`src/rtl/muldiv_sequencer.sv`:
```
// Iterative HI/LO multiply/divide unit: one radix-2 step per cycle, sign fixup in a final cycle.
// Also handles MTHI/MTLO writes and stalls the pipeline while an operation is in flight.

// state | meaning
// IDLE  | HI/LO stable; accepts start or MTHI/MTLO
// CALC  | 32 shift-add / restoring shift-subtract iterations
// FIX   | sign fixup, HI/LO write, done pulse
module muldiv_sequencer #(
    parameter logic [1:0] OP_MULT  = 2'b00,
    parameter logic [1:0] OP_MULTU = 2'b01,
    parameter logic [1:0] OP_DIV   = 2'b10,
    parameter logic [1:0] OP_DIVU  = 2'b11
) (
    input  logic        clock,
    input  logic        reset,
    input  logic        start,
    input  logic [1:0]  op,
    input  logic [31:0] src_a,
    input  logic [31:0] src_b,
    input  logic        mthi,
    input  logic        mtlo,
    input  logic [31:0] mt_data,
    input  logic        mf_req,
    input  logic        flush,
    output logic        busy,
    output logic        stall,
    output logic [31:0] hi,
    output logic [31:0] lo,
    output logic        done,
    output logic        div_zero
);

    typedef enum logic [1:0] {IDLE, CALC, FIX} state_t;

    state_t      state, state_next;
    logic [5:0]  count;
    logic [1:0]  op_q;
    logic        sign_a, sign_b;
    logic [31:0] acc_hi, acc_lo, mcand;

    logic        in_signed, in_sign_a, in_sign_b;
    logic [31:0] in_mag_a, in_mag_b;
    logic        is_div;
    logic [32:0] mul_sum, div_shift, div_diff;
    logic [63:0] prod_fix;
    logic [31:0] quo_fix, rem_fix;

    always_ff @(posedge clock) begin
        if (!reset) state <= IDLE;
        else        state <= state_next;
    end

    always_comb begin
        state_next = state;
        case (state)
            IDLE: if (start && !flush) state_next = CALC;
            CALC: begin
                if (flush)               state_next = IDLE;
                else if (count == 6'd31) state_next = FIX;
            end
            FIX:     state_next = IDLE;
            default: state_next = IDLE;
        endcase
    end

    always_comb begin
        busy  = (state != IDLE);
        stall = busy & (start | mf_req | mthi | mtlo);
    end

    // Operands are reduced to magnitudes up front so one unsigned datapath serves all four ops.
    always_comb begin
        in_signed = (op == OP_MULT) || (op == OP_DIV);
        in_sign_a = in_signed & src_a[31];
        in_sign_b = in_signed & src_b[31];
        in_mag_a  = in_sign_a ? -src_a : src_a;
        in_mag_b  = in_sign_b ? -src_b : src_b;
    end

    always_comb begin
        is_div    = (op_q == OP_DIV) || (op_q == OP_DIVU);
        mul_sum   = {1'b0, acc_hi} + {1'b0, (acc_lo[0] ? mcand : 32'd0)};
        div_shift = {acc_hi, acc_lo[31]};
        div_diff  = div_shift - {1'b0, mcand};
        prod_fix  = (sign_a ^ sign_b) ? -{acc_hi, acc_lo} : {acc_hi, acc_lo};
        quo_fix   = (sign_a ^ sign_b) ? -acc_lo : acc_lo;
        rem_fix   = sign_a ? -acc_hi : acc_hi;
    end

    always_ff @(posedge clock) begin
        if (!reset) begin
            count    <= '0;
            op_q     <= '0;
            sign_a   <= 1'b0;
            sign_b   <= 1'b0;
            acc_hi   <= '0;
            acc_lo   <= '0;
            mcand    <= '0;
            hi       <= '0;
            lo       <= '0;
            done     <= 1'b0;
            div_zero <= 1'b0;
        end else begin
            done     <= 1'b0;
            div_zero <= 1'b0;
            case (state)
                IDLE: begin
                    if (!flush) begin
                        if (start) begin
                            op_q   <= op;
                            sign_a <= in_sign_a;
                            sign_b <= in_sign_b;
                            count  <= '0;
                            acc_hi <= '0;
                            // multiply: acc_lo holds the multiplier; divide: the dividend
                            acc_lo <= ((op == OP_DIV) || (op == OP_DIVU)) ? in_mag_a : in_mag_b;
                            mcand  <= ((op == OP_DIV) || (op == OP_DIVU)) ? in_mag_b : in_mag_a;
                        end else begin
                            if (mthi) hi <= mt_data;
                            if (mtlo) lo <= mt_data;
                        end
                    end
                end
                CALC: begin
                    if (!flush) begin
                        count <= count + 6'd1;
                        if (is_div) begin
                            if (!div_diff[32]) begin
                                acc_hi <= div_diff[31:0];
                                acc_lo <= {acc_lo[30:0], 1'b1};
                            end else begin
                                acc_hi <= div_shift[31:0];
                                acc_lo <= {acc_lo[30:0], 1'b0};
                            end
                        end else begin
                            acc_hi <= mul_sum[32:1];
                            acc_lo <= {mul_sum[0], acc_lo[31:1]};
                        end
                    end
                end
                FIX: begin
                    if (!flush) begin
                        done <= 1'b1;
                        if (is_div) begin
                            if (mcand == 32'd0) begin
                                div_zero <= 1'b1;
                            end else begin
                                hi <= rem_fix;
                                lo <= quo_fix;
                            end
                        end else begin
                            {hi, lo} <= prod_fix;
                        end
                    end
                end
                default: ;
            endcase
        end
    end

endmodule

```
`config.mk`:
```
export PLATFORM = sky130hd
export DESIGN_NAME = muldiv_sequencer
export DESIGN_NICKNAME = d
export VERILOG_FILES = /design/src/rtl/muldiv_sequencer.sv
export SDC_FILE = /design/constraint.sdc
export NUM_CORES = 1
export LEC_CHECK = 0
export BUFFER_PORTS_ARGS = -buffer_cell sky130_fd_sc_hd__buf_2
export CAP_MARGIN = 25
export CORE_MARGIN = 2
export CORE_UTILIZATION = 60
export CTS_CLUSTER_DIAMETER = 150
export DETAILED_ROUTE_END_ITERATION = 12
export HOLD_SLACK_MARGIN = 0.15
export PLACE_DENSITY = 0.82
export SYNTH_ARGS = -nofsm -noshare
export SYNTH_HDL_FRONTEND = slang
export SYNTH_SLANG_ARGS = --single-unit
```
`constraint.sdc`:
```
create_clock -name clock -period 3.8 [get_ports clock]
set_input_delay 0.19 -clock clock [delete_from_list [all_inputs] [get_ports clock]]
set_output_delay 0.19 -clock clock [all_outputs]
set_load 0.05 [all_outputs]
```
# After elaboration in Yosys (flattened, before gate mapping)
# Cells that the tools add are included.
# W data, S select, Z words.
[totals] output_inout_bits=68 ff_bits=174 elab_cells=110 inputBits=105
[classes] eq_ne=17 reduce_logical=18 n_addsub=8 bitwise_logic=11 mux=44
[op_table] cell="$mux W32" count=28
[op_table] cell="$pmux W32 S2" count=4
[op_table] cell="$neg A32 Y32" count=4
[op_table] cell="$mux W64" count=1
[op_table] cell="$neg A64 Y64" count=1
[op_table] cell="$add A32 B32 Y33" count=1
[op_table] cell="$sub A33 B32 Y33" count=1
[op_table] cell="$logic_not A32 Y1" count=1
[op_table] cell="$mux W6" count=3
[op_table] cell="$ne A2 B2 Y1 const B" count=8
[op_table] cell="$pmux W6 S2" count=1
[op_table] cell="$reduce_and A6 Y1" count=2
[op_table] cell="$eq A2 B2 Y1 const B" count=5
[op_table] cell="$add A6 B1 Y6 const B" count=1
[op_table] cell="$eq A6 B5 Y1 const B" count=1
[op_table] cell="$mux W2" count=3
[op_table] cell="$ne A3 B3 Y1 const B" count=2
[op_table] cell="$reduce_bool A2 Y1" count=3
[op_table] cell="$logic_not A2 Y1" count=2
[op_table] cell="$not A1 Y1" count=4
[op_table] cell="$pmux W2 S2" count=1
[op_table] cell="$reduce_and A2 Y1" count=2
[op_table] cell="$reduce_and A4 Y1" count=1
[op_table] cell="$reduce_or A4 Y1" count=1
[op_table] cell="other kinds (9)" count=17

# Logic depth before layout (Yosys ltp)
# Gate-level depths: netlist of run 1.
[depth] word_depth=8 mapped_depth=15 ltp_nobuf=13

# Worst setup path before layout of run 1
# No wires, ideal clock.
[synth_path] kind="register -> register" start="register acc_lo[31]" end="register acc_hi[10]" path_buffers=1 arrival_time_ns=3.283 t_required_ns=3.686 setup_ns=0.114 period_less_slack_ns=3.397 setup_slack_ns=0.403 path_stages_with_launch=14 cell_sequence="dfxtp_1 -> inv_1 -> ha_1 -> fa_1 -> nand2b_1 -> a21o_1 -> a2111o_1 -> and3b_1 -> o31ai_1 -> xor2_1 -> clkbuf_1 -> mux2i_1 -> a21oi_1 -> a21o_1"
[synth_between] elab_chain_cells=5
[synth_rtl] element="start, declared" line_no="39" text="logic [31:0] acc_hi, acc_lo, mcand;"
[synth_rtl] element="start signal, assigned" line_no="116" text="acc_lo <= ((op == OP_DIV) || (op == OP_DIVU)) ? in_mag_a : in_mag_b;"
[synth_rtl] element="start signal, assigned" line_no="130" text="acc_lo <= {acc_lo[30:0], 1'b1};"
[synth_rtl] element="start signal, assigned" line_no="133" text="acc_lo <= {acc_lo[30:0], 1'b0};"
[synth_rtl] element="$sub A33 B32 Y33" line_no="84" text="div_diff = div_shift - {1'b0, mcand};"
[synth_rtl] element="$mux W32" line_no="128" text="if (!div_diff[32]) begin"
[synth_rtl] element="$mux W32" line_no="127" text="if (is_div) begin"
[synth_rtl] element="$mux W32" line_no="125" text="if (!flush) begin"
[synth_rtl] element="$pmux W32 S2" line_no="106" text="case (state)"
[synth_rtl] element="end signal, assigned" line_no="129" text="acc_hi <= div_diff[31:0];"
[synth_rtl] element="end signal, assigned" line_no="132" text="acc_hi <= div_shift[31:0];"
[synth_rtl] element="end signal, assigned" line_no="136" text="acc_hi <= mul_sum[32:1];"
[synth_rtl] element="end, declared" line_no="39"
# Every way passes these cells. The select of a mux whose other input is x is not followed.
# A chain may end at the register's enable or synchronous reset.

# Worst setup path after layout of run 1
[layout_path] start="register acc_lo[31]" end="register acc_hi[4]"
# The elaborated chain is that of the path after synthesis.

==> impl_metrics.csv, run 1 <==
group,metric,value,unit
floorplan,dieArea,25600,um2
clocking,clock_sinks,173,
power,p_int,3398,uW
clocking,clkLatencyLatePin,460,ps
yosys,ys_ff_latch,173,
power,switching_share,37.75,%
routing,ant_nets,0,
final_layout,nets,2331,
min_path,whs_path_depth,5,
final_layout,design_area,16760,um2
routing,num_vias,16390,
placement,gp_congestion,1.116,
clocking,tritoncts,"yes",
sta,hold_viol_final,0,
sta,worst_slack,139.4,ps
global_route,grt_max_degree,78,
sta,worst_pin_slew,955.7,ps
floorplan,initial_core_util,60.58,%
global_route,grt_pass1_wl,83770,um
yosys,async_flop_share,0,%
setup_path,rr_startpoint,"acc_lo[31]",
setup_path,startpoint,"acc_lo[31]",
sta,setup_viol,0,
power,p_switching,2060,uW
floorplan,ioPinCount,173,
global_route,track_usage,41.11,%
setup_path,arrival,3970,ps
power,p_comb_share,28.4,%
routing,wirelength,54120,um
yosys,synthDistinctLibCells,81,
global_route,grt-ovfl-total,0,
power,power_leakage,0.007043,uW
final_layout,drive_gt1_share,14.25,%
clocking,htreeDepth,4,
clocking,cts_made_buffers,17,
sta,slew_violations,0,
yosys,syn-cell-area,14600,um2
setup_path,rrSetupSlack,140,ps
sta,skew,20.11,ps
flow_run,maxCapViolCount,0,
routing,viasPerCell,6.578,
setup_path,start_kind,"flop",
final_layout,diodes,0,
sta,period_share,96.33,%
setup_path,critPathMaxFanout,24,
placement,placed_area,15880,um2
placement,placedCellCount,2437,
setup_path,endpoint_kind,"flop",
sta,fmax,273.2,MHz
placement,hpwl,40920,um
yosys,ys_seq_area_share,23.72,%
clocking,cts_setup_buffers,0,
placement,numPortBuffers,172,
global_route,antenna_found_initial,0,
clocking,clk_pin_slew,90,ps
final_layout,final_cell_mix,"nor2_1, a21oi_1, nand2_1",
power,totalPowerFinal,5458,uW
min_path,hold_class,"input pin to flop",
run_status,run_status,"finished clean",
yosys,yosysWarnings,0,
setup_path,r2r_cells,14,
clocking,root_buffer,"clkbuf_16",
yosys,ys.flop_type,"dfxtp_1",
final_layout,fillers,2118,
sta,rsz0062_at_grt,"false",
clocking,clk_path_buf_depth,2,
floorplan,rows,57,
sta,fin_crit,3661,ps
power,powerDensity,325.7,nW/um2
yosys,avgSynthCellArea,7.251,um2
yosys,syn-instance-count,2014,
power,pwr-share-clk,35.2,%
routing,wire_per_inst,21.72,um
yosys,synth_nets,2190,
floorplan,die_h,160.0,um
setup_path,critical_path_required,4110,ps
final_layout,ff_latch_area,3465,um2
power,seqPwrFrac,36.4,%
placement,place_ws,134.0,ps
setup_path,path_class,"flop to flop",
global_route,grt_pass1_vias,15260,
routing,first_pass_iters,8,
final_layout,multiInputGateArea,10380,um2
floorplan,fp.dieW,160.0,um
routing,drc_errors,0,
floorplan,core,24110,um2
min_path,worstHoldStart,"mt_data[18]",
final_layout,fin_cells,2492,
routing,drtIter0Drc,2472,
yosys,synth-edff-count,0,
sta,fin_setup_tns,0,ps
power,peakVddDrop,0.0002498,V
final_layout,final_common_cell,"nor2_1",
sta,timing.slew.headroom,35.89,%
final_layout,syn_to_final_growth,14.76,%
worst paths after layout:
kind	to
setup / recovery	acc_hi[4]
hold / removal	hi[18]
setup reg to reg	acc_hi[4]
hold reg to reg	hi[25]
cells by family after synthesis:
| family | share of synthesized area [%] |
|---|---|
| fa+ha+maj | 6.186 |
| compound gates | 28.22 |
| buf+inv | 5.501 |
| xor+xnor | 10.38 |
| flops | 23.72 |
| simple gates | 21.13 |
| mux | 4.867 |
state kept, by name, summed over array words and instances (netlist names):
register / cells
acc_hi: 32
done: 1
sign_b: 1
sign_a: 1
state: 2
acc_lo: 32
div_zero: 1
lo: 32
op_q: 1
mcand: 32
count: 6
hi: 32
cell type report:
cell class	instances	area share, %
Tap cell	324	2.419
Clock inverter	15	1.262
Clock buffer	17	2.538
Timing Repair Buffer	256	9.482
Sequential cell	173	20.67
Inverter	74	1.665
Multi-Input combinational cell	1633	61.96
cells in the mapped netlist (10+ instances only):
cell	number	area (um2)
and3_1	19	118.9
ha_1	69	863.3
or4_1	13	97.59
o31ai_1	29	217.7
and2_1	10	62.56
dfxtp_1	173	3463
nor2_1	254	953.4
nor2b_1	13	81.33
nand2_1	186	698.2
a21oi_1	220	1101
mux2i_1	62	620.6
or3_1	22	137.6
xnor2_1	88	770.7
nor4_1	23	143.9
a211o_1	12	105.1
nor3_1	44	220.2
a21o_1	23	172.7
o21ai_0	126	630.6
nand4_1	14	87.58
nor3b_1	11	82.58
clkbuf_1	117	439.2
a211oi_1	57	427.9
o41ai_1	12	105.1
xor2_1	85	744.5
or2_2	10	62.56
a31oi_1	24	150.1
a311oi_1	13	113.9
inv_1	72	270.3
o21a_1	17	127.6
a22oi_1	13	97.59
nand3_1	21	105.1
nand2b_1	12	75.07
o211ai_1	45	337.8
per-stage QoR:
stage,util [%],hold slack (ps)
2_1_floorplan,-,342.7
3_3_place_gp,65.89,441.1
3_5_place_dp,65.89,450.7
4_1_cts,69.45,150.7
5_1_grt,69.52,199.2
6_report,69.52,140.4
critical path, stage by stage, from the launching register on:
cell and delay [ps]:
dfxtp_1 370, inv_1 90, ha_1 230, fa_1 420, nand2b_1 190, a21o_1 210
a2111o_1 400, and3b_1 240, o31ai_2 220, buf_4 170, xor2_4 200, buf_12 220
mux2_2 350, a21oi_1 140, nor3_1 60
repair_timing:
item	in CTS	in global routing
hold buffers	22	0
gates resized for setup	0	3
hold endpoints to repair	22	0
endpoints found under the setup margin	0	5
power by group through the flow:
stage / Clock (uW) / Combinational (uW) / Sequential, uW
after global routing: 1980 / 1640 / 2000
after floorplan: 0 / 924 / 2070
final: 1920 / 1550 / 1990
after global placement: 0 / 1440 / 2020
after CTS: 1910 / 1490 / 1980
after detailed placement: 0 / 1470 / 2020
layer usage:
layer | wire, um | vias up | GRT usage, % | share of wire, %
li1 | - | 7549 | - | -
met1 | 21290 | 7586 | 52.70 | 39
met2 | 24220 | 1049 | 66.55 | 45
met3 | 5381 | 209 | 6.935 | 9.9
met4 | 3224 | 0 | 21.58 | 6.0
met5 | 0 | - | 0 | 0
(Power assumes the default switching activity.)
==> run 2: changes to the inputs <==
--- a/config.mk
+++ b/config.mk
@@ -6,13 +6,13 @@
 export NUM_CORES = 1
 export LEC_CHECK = 0
 export BUFFER_PORTS_ARGS = -buffer_cell sky130_fd_sc_hd__buf_2
-export CAP_MARGIN = 25
+export CAP_MARGIN = 15
 export CORE_MARGIN = 2
-export CORE_UTILIZATION = 60
+export CORE_UTILIZATION = 65
 export CTS_CLUSTER_DIAMETER = 150
 export DETAILED_ROUTE_END_ITERATION = 12
 export HOLD_SLACK_MARGIN = 0.15
-export PLACE_DENSITY = 0.82
+export PLACE_DENSITY = 0.85
 export SYNTH_ARGS = -nofsm -noshare
 export SYNTH_HDL_FRONTEND = slang
 export SYNTH_SLANG_ARGS = --single-unit
==> constraint.sdc (replaced) <==
create_clock -name clock -period 4.7 [get_ports clock]
set_input_delay 0.235 -clock clock [delete_from_list [all_inputs] [get_ports clock]]
set_output_delay 0.235 -clock clock [all_outputs]
set_load 0.05 [all_outputs]
==> impl_metrics.csv, run 2 (same netlist as run 1, synthesis figures left out) <==
group,metric,value,unit
sta,rsz0062_at_grt,"false",
placement,numPortBuffers,172,
sta,skew,17.39,ps
clocking,root_buffer,"clkbuf_16",
run_status,run_status,"finished clean",
final_layout,final_core_util,74.64,%
setup_path,critical_path_required,5030,ps
setup_path,critPathMaxFanout,12,
sta,period_share,88.06,%
setup_path,slowest_stage,"o31ai_1",
final_layout,multiInputGateArea,10380,um2
final_layout,final_cell_mix,"nor2_1, a21oi_1, nand2_1",
sta,timing.slew.headroom,26.77,%
routing,viasPerCell,6.726,
setup_path,cp_cell_sequence,"inv_1 -> ha_1 -> fa_1 -> nand2b_1 -> a21o_1 -> a2111o_1 -> and3b_1 -> o31ai_1 -> xor2_4 -> buf_4 -> mux2i_1 -> nor2_1 -> a221o_1",
setup_path,path_class,"flop to flop",
placement,placed_area,15650,um2
min_path,whs_path_depth,3,
setup_path,start_kind,"flop",
routing,wirelength,52290,um
setup_path,crit_buf_inv,2,
clocking,clock_sinks,173,
routing,drtIter0Drc,2082,
setup_path,rr_startpoint,"acc_lo[31]",
final_layout,diodes,0,
sta,fmax,241.6,MHz
global_route,grt_pass1_wl,79590,um
flow_run,maxCapViolCount,0,
final_layout,final_common_cell,"nor2_1",
sta,hold_ws,167.3,ps
final_layout,nets,2299,
power,power_leakage,0.006872,uW
floorplan,fp.dieW,153.9,um
global_route,grt_max_degree,71,
clocking,clk_path_buf_depth,2,
clocking,cts_setup_buffers,0,
routing,drc_errors,0,
sta,hold_viol_final,0,
setup_path,slowest_delay,580,ps
power,powerDensity,266.8,nW/um2
final_layout,fillers,1783,
power,peakVddDrop,0.0002257,V
floorplan,die_h,153.9,um
global_route,track_usage,42.57,%
final_layout,drive_gt1_share,13.48,%
placement,hpwl,39900,um
floorplan,rows,54,
clocking,ctsResizeCount,0,
min_path,worstHoldStart,"mt_data[4]",
global_route,grt_pass1_vias,14320,
clocking,hold_buffers,10,
final_layout,ff_latch_area,3465,um2
final_layout,syn_to_final_growth,12.24,%
min_path,hold_class,"input pin to flop",
sta,slew_violations,0,
setup_path,timing.rr.end,"acc_hi[24]",
placement,gp_congestion,1.009,
min_path,hold-path-endpoint,"hi[4]",
routing,first_pass_iters,6,
floorplan,dieArea,23680,um2
placement,place_ws,650.8,ps
setup_path,endpoint_kind,"flop",
sta,worst_slack,561.3,ps
routing,ant_nets,0,
routing,wire_per_inst,21.64,um
final_layout,design_area,16390,um2
clocking,clkLatencyLatePin,450,ps
setup_path,crit_family,"compound AO/OA/AOI/OAI gates",
sta,setup_viol,0,
clocking,htreeDepth,4,
floorplan,core,21960,um2
global_route,grt-ovfl-total,0,
clocking,tritoncts,"yes",
sta,fin_setup_tns,0,ps
setup_path,r2r_cells,13,
floorplan,ioPinCount,173,
sta,fin_crit,4139,ps
clocking,cts_made_buffers,17,
global_route,antenna_found_initial,0,
routing,num_vias,16250,
setup_path,rrSetupSlack,560,ps
clocking,clk_pin_slew,90,ps
setup_path,arrival,4470,ps
sta,worst_pin_slew,1091,ps
floorplan,initial_core_util,66.50,%
run 2: cell count changes in the layout (fill, tap and decap cells not counted), sizes merged:
cell	before	now
inv	79	78
dlygate4sd3	22	10
buf	234	214
clkinv	9	10
run 2: metrics by stage:
stage	cells	total power (uW)
after floorplan	2014	2424
after CTS	2416	4305
after global routing	2416	4496
final	2416	4372
after global placement	2374	2774
after detailed placement	2374	2795
run 2: worst max-delay path by stage:
stage | cells past startpoint | slack (ps) | startpoint | endpoint
2_1_floorplan | 13 | 1300 | acc_lo[31] | acc_hi[10]
3_3_place_gp | 13 | 820 | acc_lo[31] | acc_hi[24]
3_5_place_dp | 13 | 650 | acc_lo[31] | acc_hi[24]
4_1_cts | 13 | 630 | acc_lo[31] | acc_hi[24]
5_1_grt | 12 | 450 | acc_hi[0] | acc_hi[24]
6_report | 13 | 560 | acc_lo[31] | acc_hi[24]
run 2: area by class of cell:
| cell class | count | share of cell area [%] |
|---|---|---|
| clock inverter | 15 | 1.313 |
| timing repair buffer | 224 | 7.787 |
| sequential | 173 | 21.14 |
| clock buffer | 17 | 2.596 |
| tap | 280 | 2.138 |
| multi-input combinational | 1633 | 63.33 |
| inverter | 74 | 1.702 |
run 2: report_power, final:
group	internal (uW)	switching, uW	leakage [uW]	total [uW]
sequential	1530	85.7	0.00141	1620
combinational	418	792	0.00516	1210
clock	781	765	0.000307	1550
total	2730	1640	0.00687	4370
run 2: worst reg2reg max path, stage by stage (launching register included):
cell	delay, ps
dfxtp_1	380
inv_1	100
ha_1	230
fa_1	400
nand2b_1	180
a21o_1	200
a2111o_1	430
and3b_1	260
o31ai_1	580
xor2_4	350
buf_4	330
mux2i_1	240
nor2_1	60
a221o_1	290
run 2: routing by layer:
metal,vias up,part of all wire [%],track usage (%)
met4,0,4.5,18.60
met5,-,0,0
met2,1100,42,63.96
li1,7500,-,-
met3,153,13,9.414
met1,7497,41,58.78
